**config.mk**
```make
export PLATFORM = sky130hd
export DESIGN_NAME = interrupt_sequencer
export DESIGN_NICKNAME = d
export VERILOG_FILES = /design/src/rtl/interrupt_sequencer.sv
export SDC_FILE = /design/constraint.sdc
export NUM_CORES = 1
export LEC_CHECK = 0
export CAP_MARGIN = 25
export CORE_MARGIN = 1.5
export CORE_UTILIZATION = 43
export DETAILED_ROUTE_END_ITERATION = 8
export PLACE_DENSITY_LB_ADDON = 0.08
export SLEW_MARGIN = 5
export SYNTH_ARGS = -nofsm -noshare
export SYNTH_HDL_FRONTEND = slang
export SYNTH_SLANG_ARGS = --single-unit
```
**constraint.sdc**
```tcl
create_clock -name clk -period 2.1 [get_ports clk]
set_clock_uncertainty 0.1 [all_clocks]
set_input_delay 0.315 -clock clk [delete_from_list [all_inputs] [get_ports clk]]
set_output_delay 0.315 -clock clk [all_outputs]
set_load 0.01 [all_outputs]
```
**src/rtl/interrupt_sequencer.sv**
```systemverilog
// Interrupt entry / RTI return sequencer for the 16-bit pipelined core.
// Define INT_NESTING_EN to allow nested entry up to MAX_DEPTH levels.
module interrupt_sequencer #(
  parameter int DATA_WIDTH = 16,
  parameter int PC_WIDTH = 32,
  parameter int FLAG_WIDTH = 3,
  parameter int unsigned VEC_ADDR = 0,
  parameter int MAX_DEPTH = 7
) (
  input  logic                  clk,
  input  logic                  reset,
  input  logic                  interruptSignal,
  input  logic                  instr_boundary,
  input  logic                  rti_decoded,
  input  logic [PC_WIDTH-1:0]   pc_ret,
  input  logic [FLAG_WIDTH-1:0] flags_in,
  output logic                  stall,
  output logic                  mem_req,
  output logic                  mem_we,
  output logic                  mem_sp_sel,
  output logic [PC_WIDTH-1:0]   mem_addr,
  output logic [DATA_WIDTH-1:0] mem_wdata,
  input  logic [DATA_WIDTH-1:0] mem_rdata,
  input  logic                  mem_ack,
  output logic                  pc_load,
  output logic [PC_WIDTH-1:0]   pc_load_value,
  output logic                  flags_load,
  output logic [FLAG_WIDTH-1:0] flags_value,
  output logic                  int_active,
  output logic [3:0]            dbg_state
);

  localparam logic [3:0] S_IDLE     = 4'd0;
  localparam logic [3:0] S_PUSH_HI  = 4'd1;
  localparam logic [3:0] S_PUSH_LO  = 4'd2;
  localparam logic [3:0] S_PUSH_FLG = 4'd3;
  localparam logic [3:0] S_VEC_HI   = 4'd4;
  localparam logic [3:0] S_VEC_LO   = 4'd5;
  localparam logic [3:0] S_JUMP     = 4'd6;
  localparam logic [3:0] S_POP_FLG  = 4'd7;
  localparam logic [3:0] S_POP_LO   = 4'd8;
  localparam logic [3:0] S_POP_HI   = 4'd9;
  localparam logic [3:0] S_RET_JUMP = 4'd10;

  localparam logic [2:0]          L_MAX         = 3'(MAX_DEPTH);
  localparam logic [PC_WIDTH-1:0] L_VEC_HI_ADDR = PC_WIDTH'(VEC_ADDR);
  localparam logic [PC_WIDTH-1:0] L_VEC_LO_ADDR = PC_WIDTH'(VEC_ADDR + 1);

  logic [3:0]            r_state;
  logic [3:0]            w_state_nxt;
  logic                  r_int_prev;
  logic                  r_pending;
  logic [2:0]            r_depth;
  logic [PC_WIDTH-1:0]   r_pc_save;
  logic [FLAG_WIDTH-1:0] r_flags_save;
  logic [DATA_WIDTH-1:0] r_vec_hi;
  logic [DATA_WIDTH-1:0] r_vec_lo;
  logic [FLAG_WIDTH-1:0] r_pop_flags;
  logic [DATA_WIDTH-1:0] r_pop_lo;
  logic [DATA_WIDTH-1:0] r_pop_hi;

  logic w_edge;
  logic w_depth_ok;
  logic w_accept;
  logic w_take_rti;
  logic w_take_int;

  assign w_edge = interruptSignal & ~r_int_prev;

`ifdef INT_NESTING_EN
  assign w_depth_ok = (r_depth < L_MAX);
`else
  assign w_depth_ok = (r_depth == 3'd0);
`endif

  // RTI has priority in IDLE; an accepted-but-preempted request simply stays pending.
  assign w_accept   = r_pending & instr_boundary & w_depth_ok;
  assign w_take_rti = (r_state == S_IDLE) & rti_decoded;
  assign w_take_int = (r_state == S_IDLE) & ~rti_decoded & w_accept;

  always_comb begin
    w_state_nxt = r_state;
    case (r_state)
      S_IDLE: begin
        if (rti_decoded)   w_state_nxt = S_POP_FLG;
        else if (w_accept) w_state_nxt = S_PUSH_HI;
      end
      S_PUSH_HI:  if (mem_ack) w_state_nxt = S_PUSH_LO;
      S_PUSH_LO:  if (mem_ack) w_state_nxt = S_PUSH_FLG;
      S_PUSH_FLG: if (mem_ack) w_state_nxt = S_VEC_HI;
      S_VEC_HI:   if (mem_ack) w_state_nxt = S_VEC_LO;
      S_VEC_LO:   if (mem_ack) w_state_nxt = S_JUMP;
      S_JUMP:     w_state_nxt = S_IDLE;
      S_POP_FLG:  if (mem_ack) w_state_nxt = S_POP_LO;
      S_POP_LO:   if (mem_ack) w_state_nxt = S_POP_HI;
      S_POP_HI:   if (mem_ack) w_state_nxt = S_RET_JUMP;
      S_RET_JUMP: w_state_nxt = S_IDLE;
      default:    w_state_nxt = S_IDLE;
    endcase
  end

  always_ff @(posedge clk) begin
    if (reset) begin
      r_state      <= S_IDLE;
      r_int_prev   <= 1'b0;
      r_pending    <= 1'b0;
      r_depth      <= 3'd0;
      r_pc_save    <= '0;
      r_flags_save <= '0;
      r_vec_hi     <= '0;
      r_vec_lo     <= '0;
      r_pop_flags  <= '0;
      r_pop_lo     <= '0;
      r_pop_hi     <= '0;
    end else begin
      r_state    <= w_state_nxt;
      r_int_prev <= interruptSignal;
      // A fresh edge in the accept cycle is a new request and keeps pending set.
      r_pending  <= w_edge | (r_pending & ~w_take_int);
      if (w_take_int) begin
        r_pc_save    <= pc_ret;
        r_flags_save <= flags_in;
      end
      if (mem_ack) begin
        case (r_state)
          S_VEC_HI:  r_vec_hi    <= mem_rdata;
          S_VEC_LO:  r_vec_lo    <= mem_rdata;
          S_POP_FLG: r_pop_flags <= mem_rdata[FLAG_WIDTH-1:0];
          S_POP_LO:  r_pop_lo    <= mem_rdata;
          S_POP_HI:  r_pop_hi    <= mem_rdata;
          default: ;
        endcase
      end
      if ((r_state == S_JUMP) && (r_depth != L_MAX)) r_depth <= r_depth + 3'd1;
      if ((r_state == S_RET_JUMP) && (r_depth != 3'd0)) r_depth <= r_depth - 3'd1;
    end
  end

  // Memory handshake: mem_req and its qualifiers (mem_we, mem_sp_sel, mem_addr,
  // mem_wdata) hold steady until mem_ack; the access completes in the ack cycle.
  always_comb begin
    stall         = 1'b0;
    mem_req       = 1'b0;
    mem_we        = 1'b0;
    mem_sp_sel    = 1'b0;
    mem_addr      = '0;
    mem_wdata     = '0;
    pc_load       = 1'b0;
    pc_load_value = '0;
    flags_load    = 1'b0;
    flags_value   = '0;
    int_active    = 1'b0;
    dbg_state     = 4'd0;
    if (!reset) begin
      dbg_state  = r_state;
      int_active = (r_depth != 3'd0);
      stall      = (r_state != S_IDLE) | w_take_rti | w_take_int;
      case (r_state)
        S_PUSH_HI: begin
          mem_req    = 1'b1;
          mem_we     = 1'b1;
          mem_sp_sel = 1'b1;
          mem_wdata  = r_pc_save[PC_WIDTH-1 -: DATA_WIDTH];
        end
        S_PUSH_LO: begin
          mem_req    = 1'b1;
          mem_we     = 1'b1;
          mem_sp_sel = 1'b1;
          mem_wdata  = r_pc_save[DATA_WIDTH-1:0];
        end
        S_PUSH_FLG: begin
          mem_req    = 1'b1;
          mem_we     = 1'b1;
          mem_sp_sel = 1'b1;
          mem_wdata  = {{(DATA_WIDTH-FLAG_WIDTH){1'b0}}, r_flags_save};
        end
        S_VEC_HI: begin
          mem_req  = 1'b1;
          mem_addr = L_VEC_HI_ADDR;
        end
        S_VEC_LO: begin
          mem_req  = 1'b1;
          mem_addr = L_VEC_LO_ADDR;
        end
        S_JUMP: begin
          pc_load       = 1'b1;
          pc_load_value = {r_vec_hi, r_vec_lo};
        end
        S_POP_FLG, S_POP_LO, S_POP_HI: begin
          mem_req    = 1'b1;
          mem_sp_sel = 1'b1;
        end
        S_RET_JUMP: begin
          pc_load       = 1'b1;
          pc_load_value = {r_pop_hi, r_pop_lo};
          flags_load    = 1'b1;
          flags_value   = r_pop_flags;
        end
        default: ;
      endcase
    end
  end

endmodule
```
======== Word level (Yosys, flattened, before mapping) ========
Index checks and enable logic that the tools add are counted.
word-level totals
  word-level logic and storage cells ...... 97
  bits in registers ....................... 111
  output and inout port bits .............. 94
cells by class
  bitwise operators ....................... 13
  multiplexer cells ....................... 34
  $add $sub $neg .......................... 2
  reductions and logical operators ........ 17
  equality and inequality tests ........... 20
operators by type and width
  kind                                           number
  case mux 32 bit (2 select lines)               1
  case mux 16 bit (3 select lines)               1
  2-to-1 mux 4 bit                               11
  case mux 4 bit (9 select lines)                1
  2-to-1 mux 32 bit                              1
  == test 4 x 3 -> 1 bit, second input constant  4
  2-to-1 mux 16 bit                              1
  inequality test 2 bit, second input constant   8
  2-to-1 mux 1 bit                               14
  == test 4 bit, second input constant           3
  2-to-1 mux 3 bit                               4
  AND reduction 2 bit                            5
  AND reduction 9 bit                            1
  == test 4 x 2 -> 1 bit, second input constant  2
  OR reduction 8 bit                             1
  AND 1 bit                                      7
  inequality test 3 bit, second input constant   2
  OR reduction 6 bit                             1
  == test 4 x 1 -> 1 bit, second input constant  1
  logical NOT 4 bit                              1
  nonzero test 4 bit                             1
  adder 3 x 1 -> 3 bit, second input constant    1
  logical NOT 3 bit                              1
  NOT 1 bit                                      3
  other kinds (7)                                10

======== Depth between registers and ports, before layout ========
  depth in word-level cells ............... 6
  mapped depth ............................ 8
  depth with buffers taken out ............ 7

======== Least setup slack after synthesis ========
OpenSTA, ideal clock, no wires.
  path type ............................... register to output
  start point ............................. register r_state[3]
  end point ............................... output pc_load_value[10]
  arrival time ............................ 1.788 ns
  required time ........................... 1.685 ns
  cell stages (with the launch flop) ...... 6
  path slack .............................. -0.103 ns
  path through ............................ dfxtp_1 > buf_6 > or3b_2 > nor3_1 > clkbuf_1 > a22o_1
on the way
  cells in the longest elaborated chain, start to end .. 3
ends and longest elaborated chain
  item                                                            line  text
  from (decl)                                                     49    logic [3:0] r_state;
  from (signal assigned)                                          116   r_state <= w_state_nxt;
  == test 4 bit / == test 4 x 3 -> 1 bit (equally long branches)  158   case (r_state)
  case mux 32 bit (2 select lines) (*)                            158
  2-to-1 mux 32 bit (*)                                           154   if (!reset) begin
  to (decl)                                                       26    output logic [PC_WIDTH-1:0] pc_load_value,
Mark *: on every way between the ends. The rest lies on a longest branch, timed or not.

======== Worst setup path after layout ========
  start point ............................. register r_state[3]
  end point ............................... output stall
on the way
  cells in the longest elaborated chain, start to end .. 5
ends and longest elaborated chain
  item                                                  line     text
  logical NOT 4 bit                                     78, 79
  AND 1 bit, on equally long branches                   78, 79
  bitwise OR 1 bit / AND 1 bit (equally long branches)  157, 79
  bitwise OR 1 bit (*)                                  157      stall = (r_state != S_IDLE) | w_take_rti | w_take_int;
  2-to-1 mux 1 bit (*)                                  154
  to (decl)                                             17       output logic stall,
Marked as above.

==> run_results.csv <==
group,metric,value,unit
setup_path,cp.required,1.68,ns
floorplanning,initial_core_util,44.2,%
synthesis,syn_area_per_cell,7.68,sq um
setup_path,worstPathArrival,1.89,ns
placement,dp_cells,912,
detailed_routing,drc,0,
synthesis,synth-async-reset-ratio,0,%
power,p_comb_share,32.8,%
synthesis,yosys_warnings,0,
clock_network,tritoncts,"built",
power,p_seq_share,39.5,%
synthesis,synth_most_common_cell,"nand2_1",
power,powerDensity,823,nW/um^2
sta,timing.fmax,435,MHz
power,clock_power_share,27.7,%
sta,grt_setup_unrepaired,"yes",
global_route,grt_usage,24.1,%
synthesis,ys_ff_latch,111,
detailed_routing,antenna_left,0,
detailed_routing,drt-wirelength-per-cell,16.0,um
sta,setup_ws,-0.200,ns
cells_and_area,nFillCells,1012,
power,ir_drop,0.569,mV
setup_path,worstSetupPathType,"reg -> out",
cells_and_area,regArea,2230,sq um
synthesis,synth_edf_count,0,
cells_and_area,multi_input_area,2660,sq um
synthesis,synth_top_area_share,44.0,%
synthesis,yosysSeqAreaShare,44.0,%
sta,period_minus_slack,2.30,ns
floorplanning,die_h,111,um
setup_path,endpoint_kind,"output pin",
sta,setup_viol,87,
setup_path,worstSetupStartpointType,"flip-flop",
clock_network,clkTransAtPathRegs,0.07,ns
power,internal_power,0.00396,W
detailed_routing,drt_iter0_markers,282,
clock_network,cts_made_buffers,9,
global_route,antenna_found_initial,0,
global_route,first_global_vias,4854,
floorplanning,die_w,111,um
global_route,grt_pass1_wl,24200,um
placement,hpwl,9340,um
floorplanning,fp-row-count,39,
cells_and_area,area_delta_synth_final,39.9,%
synthesis,synth.largest_area_cell,"dfxtp_1",
clock_network,clk_path_buf_depth,2,
detailed_routing,vias,5031,
synthesis,synth_cell_types,49,
cells_and_area,drive_gt1_share,23.0,%
power,swShare,31.9,%
detailed_routing,drt_wl_total,15300,um
placement,port_buffers,119,
setup_path,cp_max_fo,2,
floorplanning,die_area,12400,sq um
status,status,"finished, violations left",
sta,drv_slew,0,
clock_network,htree_levels,3,
synthesis,synth_cells,657,
detailed_routing,firstDrtPassIters,5,
synthesis,synth-main-ff-cell,"dfxtp_1",
cells_and_area,post-route-util,61.8,%
clock_network,cts-root-buf,"clkbuf_16",
global_route,grt_max_degree,43,
clock_network,cts.sinks,111,
synthesis,synth_area,5040,sq um
power,power.switching,0.00185,W
cells_and_area,fin_cells,952,
floorplanning,core,11400,sq um
sta,setup_tns,-9.10,ns
run,max_cap_violations,0,
hold_path,min-delay-path-class,"in -> reg",
floorplanning,io_pins,151,
synthesis,ys_top_cells_by_count,"nand2_1, dfxtp_1, a21oi_1, clkbuf_1, nor2_1",
detailed_routing,vias_per_cell,5.28,
sta,timing.final.crit_share,110,%
sta,finalHoldViolations,0,
global_route,overflow,0,
synthesis,synth.area.top_cells,"dfxtp_1, nand2_1, a21oi_1",
status,violations,"setup timing",
cells_and_area,nets,863,
power,leakagePower,2.74,nW
cells_and_area,n_antenna_cell,0,
placement,gp_congestion,0.816,
clock_network,clk-insertion-delay-late,0.34,ns
==> flip-flops by register name, indices dropped and copies added, names as in the netlist <==
register,count
r_int_prev,1
r_depth,3
r_flags_save,3
r_pop_flags,3
r_vec_hi,16
r_pc_save,32
r_state,4
r_vec_lo,16
r_pending,1
r_pop_hi,16
r_pop_lo,16
==> cells in the final DEF (no fill, tap or decap), drive strengths merged, types with 5 or more instances in the layout <==
master         Yosys  final
nor2              35     35
and3               5      5
a21oi            105    105
a22o              32     32
conb               1     31
nor3               8      8
a22oi             16     16
clkdlybuf4s50      0     57
dfxtp            111    111
buf               43    123
nor2b              8      8
inv                7      8
nand2            202    202
clkbuf            37     13
==> cell type report <==
class,instances,area share (%)
Sequential cell,111,31.6
Clock inverter,5,0.620
Timing Repair Buffer,187,23.9
Inverter,7,0.372
Tap cell,143,2.53
Clock buffer,10,3.39
Multi-Input combinational cell,489,37.6
==> layer usage <==
layer	part of all wire (%)	routed length [um]	up-vias	GRT usage, %
met5	0	0	-	0
met4	1.4	219	0	7.09
met3	7.2	1100	13	5.25
met2	50	7600	192	42.0
met1	42	6350	2389	29.9
li1	-	-	2437	-
==> critical path, stage by stage (launching register included) <==
cell and delay (ns):
dfxtp_2 0.33, buf_6 0.12, or4_4 0.53, a311oi_2 0.27
or2_4 0.16, inv_2 0.04, buf_6 0.11
==> power by group through the flow <==
stage	sequential [W]	combinational, W	clock [W]
after floorplan	0.00231	0.000820	0
after global placement	0.00232	0.00145	0
after detailed placement	0.00232	0.00148	0
after CTS	0.00228	0.00181	0.00165
after global routing	0.00231	0.00203	0.00172
final	0.00230	0.00190	0.00161
==> final timing paths <==
path | slack [ns] | depth (start not counted) | from | to
setup reg to reg | -0.09 | 7 | r_state[3] | r_pending
hold reg to reg | 0.35 | 2 | r_pc_save[18] | r_pc_save[18]
setup / recovery | -0.20 | 6 | r_state[3] | stall
hold / removal | 0.32 | 3 | reset | r_pop_flags[1]
==> through the flow <==
stage / total power [W] / hold slack (ns) / instance area, sq um / setup slack, ns
5_1_grt: 0.00606 / 0.311 / 7060 / -0.257
3_3_place_gp: 0.00377 / 0.342 / 6500 / -0.303
2_1_floorplan: 0.00313 / 0.333 / 5160 / -0.103
3_5_place_dp: 0.00380 / 0.345 / 6500 / -0.283
6_report: 0.00581 / 0.321 / 7060 / -0.200
4_1_cts: 0.00574 / 0.283 / 7040 / -0.246
==> what timing repair did <==
item / in CTS / in global routing
cloned: 7 / 1
pin swaps: 41 / 34
hold buffers: 0 / 0
setup buffers: 19 / 5
endpoints found under the hold margin: 0 / 0
setup endpoints to repair: 98 / 97
resized for setup: 276 / 32
==> kinds of logic after synthesis <==
group           after synthesis  share of synthesized area [%]
compound gates              165                           20.1
xor+xnor                      2                          0.347
fa+ha+maj                     1                          0.397
buf+inv                      87                           9.62
flops                       111                           44.0
mux                           7                           1.49
other cells                   1                         0.0743
simple gates                283                           23.9
(Power assumes the default switching activity.)
